==> src/rtl/vga_timing_gen.sv <==
// Parametrised VGA/VESA raster timing generator: pixel strobe, x/y, syncs, video_on, line/frame strobes.
// Define VGA_TEST_PATTERN_EN to drive 8 vertical colour bars on rgb; otherwise rgb is tied to zero.
module vga_timing_gen #(
  parameter int unsigned CLK_DIV = 4,
  parameter int unsigned CW      = 11,
  parameter int unsigned H_DISP  = 640,
  parameter int unsigned H_FP    = 16,
  parameter int unsigned H_SYNC  = 96,
  parameter int unsigned H_BP    = 48,
  parameter int unsigned V_DISP  = 480,
  parameter int unsigned V_FP    = 10,
  parameter int unsigned V_SYNC  = 2,
  parameter int unsigned V_BP    = 33,
  parameter logic        H_POL   = 1'b0,
  parameter logic        V_POL   = 1'b0
) (
  input  logic          clk_100Mhz,
  input  logic          reset_n,
  input  logic          en,
  output logic          p_tick,
  output logic [CW-1:0] x,
  output logic [CW-1:0] y,
  output logic          hsync,
  output logic          vsync,
  output logic          video_on,
  output logic          line_end,
  output logic          frame_end,
  output logic [11:0]   rgb
);

  localparam int unsigned H_TOTAL  = H_DISP + H_FP + H_SYNC + H_BP;
  localparam int unsigned V_TOTAL  = V_DISP + V_FP + V_SYNC + V_BP;
  localparam int unsigned HS_START = H_DISP + H_FP;
  localparam int unsigned HS_END   = HS_START + H_SYNC;
  localparam int unsigned VS_START = V_DISP + V_FP;
  localparam int unsigned VS_END   = VS_START + V_SYNC;
  localparam int unsigned DIV_W    = (CLK_DIV > 1) ? $clog2(CLK_DIV) : 1;

  logic [DIV_W-1:0] div_q, div_d;
  logic             p_tick_q, p_tick_d;
  logic [CW-1:0]    x_q, x_d, y_q, y_d;
  logic             hsync_q, hsync_d;
  logic             vsync_q, vsync_d;
  logic             video_on_q, video_on_d;

  // Next-state: divider, raster position, and syncs derived from the next position.
  always_comb begin
    div_d    = div_q;
    p_tick_d = 1'b0;
    x_d      = x_q;
    y_d      = y_q;
    if (en) begin
      p_tick_d = (div_q == DIV_W'(CLK_DIV - 1));
      div_d    = p_tick_d ? '0 : div_q + DIV_W'(1);
    end
    if (p_tick_q) begin
      if (x_q == CW'(H_TOTAL - 1)) begin
        x_d = '0;
        y_d = (y_q == CW'(V_TOTAL - 1)) ? '0 : y_q + CW'(1);
      end else begin
        x_d = x_q + CW'(1);
      end
    end
    hsync_d    = ((x_d >= CW'(HS_START)) && (x_d < CW'(HS_END))) ? H_POL : ~H_POL;
    vsync_d    = ((y_d >= CW'(VS_START)) && (y_d < CW'(VS_END))) ? V_POL : ~V_POL;
    video_on_d = en && (x_d < CW'(H_DISP)) && (y_d < CW'(V_DISP));
  end

  always_ff @(posedge clk_100Mhz) begin
    if (!reset_n) begin
      div_q      <= '0;
      p_tick_q   <= 1'b0;
      x_q        <= '0;
      y_q        <= '0;
      hsync_q    <= ~H_POL;
      vsync_q    <= ~V_POL;
      video_on_q <= 1'b0;
    end else begin
      div_q      <= div_d;
      p_tick_q   <= p_tick_d;
      x_q        <= x_d;
      y_q        <= y_d;
      hsync_q    <= hsync_d;
      vsync_q    <= vsync_d;
      video_on_q <= video_on_d;
    end
  end

  assign p_tick    = p_tick_q;
  assign x         = x_q;
  assign y         = y_q;
  assign hsync     = hsync_q;
  assign vsync     = vsync_q;
  assign video_on  = video_on_q;
  // Strobes mark the last tick of a line/frame, so they must see the current position.
  assign line_end  = p_tick_q && (x_q == CW'(H_TOTAL - 1));
  assign frame_end = line_end && (y_q == CW'(V_TOTAL - 1));

`ifdef VGA_TEST_PATTERN_EN
  localparam int unsigned BAR_W = H_DISP / 8;

  logic [2:0]  bar_idx;
  logic [11:0] rgb_q, rgb_d;

  // Colour bars from the next x so the pattern stays aligned with x/video_on.
  always_comb begin
    bar_idx = 3'(x_d / CW'(BAR_W));
    rgb_d   = 12'h000;
    if (video_on_d) begin
      case (bar_idx)
        3'd0:    rgb_d = 12'hFFF;
        3'd1:    rgb_d = 12'hFF0;
        3'd2:    rgb_d = 12'h0FF;
        3'd3:    rgb_d = 12'h0F0;
        3'd4:    rgb_d = 12'hF0F;
        3'd5:    rgb_d = 12'hF00;
        3'd6:    rgb_d = 12'h00F;
        default: rgb_d = 12'h000;
      endcase
    end
  end

  always_ff @(posedge clk_100Mhz) begin
    if (!reset_n) rgb_q <= 12'h000;
    else          rgb_q <= rgb_d;
  end

  assign rgb = rgb_q;
`else
  assign rgb = 12'h000;
`endif

endmodule
==> config.mk <==
export PLATFORM = sky130hd
export DESIGN_NAME = vga_timing_gen
export DESIGN_NICKNAME = d
export VERILOG_FILES = /design/src/rtl/vga_timing_gen.sv
export SDC_FILE = /design/constraint.sdc
export NUM_CORES = 1
export LEC_CHECK = 0
export BUFFER_PORTS_ARGS = -buffer_cell sky130_fd_sc_hd__buf_4
export CAP_MARGIN = 20
export CORE_UTILIZATION = 45
export DETAILED_ROUTE_END_ITERATION = 6
export MAX_ROUTING_LAYER = met4
export PLACE_DENSITY = 0.79
export SLEW_MARGIN = 20
export SYNTH_ARGS = -nofsm -noshare
export SYNTH_HDL_FRONTEND = slang
export SYNTH_SLANG_ARGS = --single-unit
==> constraint.sdc <==
create_clock -name clk_100Mhz -period 5 [get_ports clk_100Mhz]
set_clock_uncertainty 0.2 [all_clocks]
set_input_delay 0.5 -clock clk_100Mhz [delete_from_list [all_inputs] [get_ports clk_100Mhz]]
set_output_delay 0.5 -clock clk_100Mhz [all_outputs]
set_load 0.02 [all_outputs]
==> qor.txt <==
status = complete, no violations
total power = 371.2 uW
final worst path period share = 0.5645
Post-synth EDFFs = 0
Synth area leaders = dfxtp_1 (34%), xnor2_1 (7.4%), buf_4 (5.9%), nor2_1 (5.4%), xor2_1 (3.7%)
Post-synth ARST share = 0
Seq/Total Area, Yosys = 0.3361
Vias = 1,433
final worst slack = 2178 ps
RSZ-0062 raised after global routing = false
largest net degree at the start of global routing = 18
Pwr Density = 196.8 nW/um^2
Crit Path Class = reg -> out
Flop pwr share = 0.609
Mapped Avg Cell Area = 8.339 um^2
Synth cell types = 49
PortBufs = 30
Root Buffer = clkbuf_8
first-pass GRT wire length = 5616 um
Worst-path clk slew = 90 ps
setup TNS = 0 ps
fillers = 323
routed vias/inst = 5.367
Clock Tree Buf Depth = 2
initial antenna violation count = 0
area grow syn2layout = 13.13%
Int Pwr = 284.1 uW
# rows = 21
Pleak = 0.7530 nW
Max Clk Rate = 354.3 MHz
Synth Cell Area = 1668 um^2
cts repair resizes = 0
Data required, critical path = 4300 ps
htree depth = 1
nets = 230
Starting Density = 0.4846
footprint of the multi-input gates = 978.4 um^2
Die Wd = 62.88 um
Seq. cell area = 560.5 um^2
Slowest-stage cell, CP = or4_4
Die ar. = 3954 um^2
crit start category = flip-flop
vias in the first global route = 1,222
wire length per cell = 12.76 um
placed instance area = 1846 um^2
Metal-1 WL = 1674 um
synthesis-stage register bit count = 28
fin crit period = 2822 ps
RD Place Congestion = 0.9092
core area = 3442 um^2
worst-path maximum fanout = 11
Place WS = 2495 ps
worst hold path class = in -> reg
IO Pins = 43
Syn Inst Count = 200
metal2 WL = 1567 um
Clk pwr share = 0.337
final HPWL from detailed placement = 2461 um
Yosys warning count = 0
Max Used Layer = met4
final hold vios = 0
layout cells sized above 1 = 0.1900
commonest non-fill, non-tap cells in the layout = buf_4 (30), dfxtp_1 (28), nor2_1 (24)
DR DRC count = 0
Final Max Slew Viols = 0
Die H = 62.88 um
setup bufs post-CTS = 0
CP Capture Type = output port
ANT cells = 0
DRT Pass-1 Iters = 4
CTS tree = built
Final setup viols = 0
GR Util All Layers = 0.1801
post-synth top area cell = dfxtp_1
area fraction of the dominant cell type after synthesis = 0.3361
routed length on met3 = 136 um
initial DRC count = 103
Switch Pwr = 87.12 uW
Clock Sinks = 28
ys flop type = dfxtp_1
total wire length = 3408 um
Overflow after GRT = 0
worst path arrival time = 2120 ps
Worst-Skew Late Latency = 270 ps
Sw Share = 0.2347
Combinational Power Share = 0.054
Worst VDD drop = 0.00008925 V
commonest non-fill, non-tap cell in the layout = buf_4
hold-fix buffers at CTS = 0
Max stage delay on crit path = 590 ps
cell area after layout = 1887 um^2
post-layout util = 0.5482
crit-path cells = or4_4 > nor2_4 > nand4_4 > or2_2 > inv_1 > buf_4
antenna-violating nets left = 0
CTS Buf Count = 3
Max-Cap Viols = 0
## flip-flops by register name, indices dropped and copies added (netlist names)
signal / cells
div_q: 2
x: 11
video_on: 1
p_tick: 1
vsync: 1
y: 11
hsync: 1
## worst paths after layout
check,startpoint,endpoint,slack [ps],cells past startpoint
setup / recovery,x[5],frame_end,2180,6
hold / removal,en,p_tick,300,2
setup reg to reg,x[5],video_on,2510,8
hold reg to reg,div_q[1],div_q[1],340,2
## layout make-up
class | instances | share of cell area
tap | 46 | 0.03050
clock buffer | 3 | 0.02188
multi-input combinational | 155 | 0.5186
inverter | 5 | 0.01260
sequential | 28 | 0.2971
timing repair buffer | 30 | 0.1194
## critical path, delay by kind of cell (launching register included)
family	cells	cell delay, ps
and+or+nand+nor	4	1230
buffers and inverters	2	190
DFF	1	410
## synthesized netlist by cell type, drive strengths merged (4+ instances only)
cell type	instances
dfxtp	28
nor2	25
buf	16
nand2	15
xnor2	14
nand3	9
nand4	9
o21ai	8
and2	7
clkbuf	7
xor2	7
nor2b	6
nor3	5
a21oi	4
and3	4
ha	4
inv	4
## power groups by stage
stage                     clock [mW]  combinational, mW  sequential, mW
after floorplan                    0             0.0222           0.232
after global placement             0             0.0197           0.231
after detailed placement           0             0.0199           0.231
after CTS                      0.126             0.0200           0.226
after global routing           0.136             0.0217           0.227
final                          0.125             0.0200           0.226
## logic make-up after synthesis
| logic type | count (synthesis) | synth area share |
|---|---|---|
| other cells | 1 | 0.002248 |
| mux | 3 | 0.01801 |
| buf+inv | 28 | 0.1020 |
| simple gates | 90 | 0.3038 |
| fa+ha+maj | 4 | 0.03001 |
| xor+xnor | 21 | 0.1103 |
| compound gates | 25 | 0.09753 |
| flops | 28 | 0.3361 |
## per-layer routing
layer,track usage,vias to the layer above
li1,-,710
met1,0.2431,675
met2,0.2715,46
met3,0.02737,2
met4,0.06105,0
met5,-,-
## through the flow
stage	cells	hold slack (ps)
after floorplan	211	286.8
after CTS	267	298.0
final	267	297.9
after global routing	267	292.4
after detailed placement	264	319.1
after global placement	264	304.4
No activity file was read; power rests on OpenSTA's default activity.
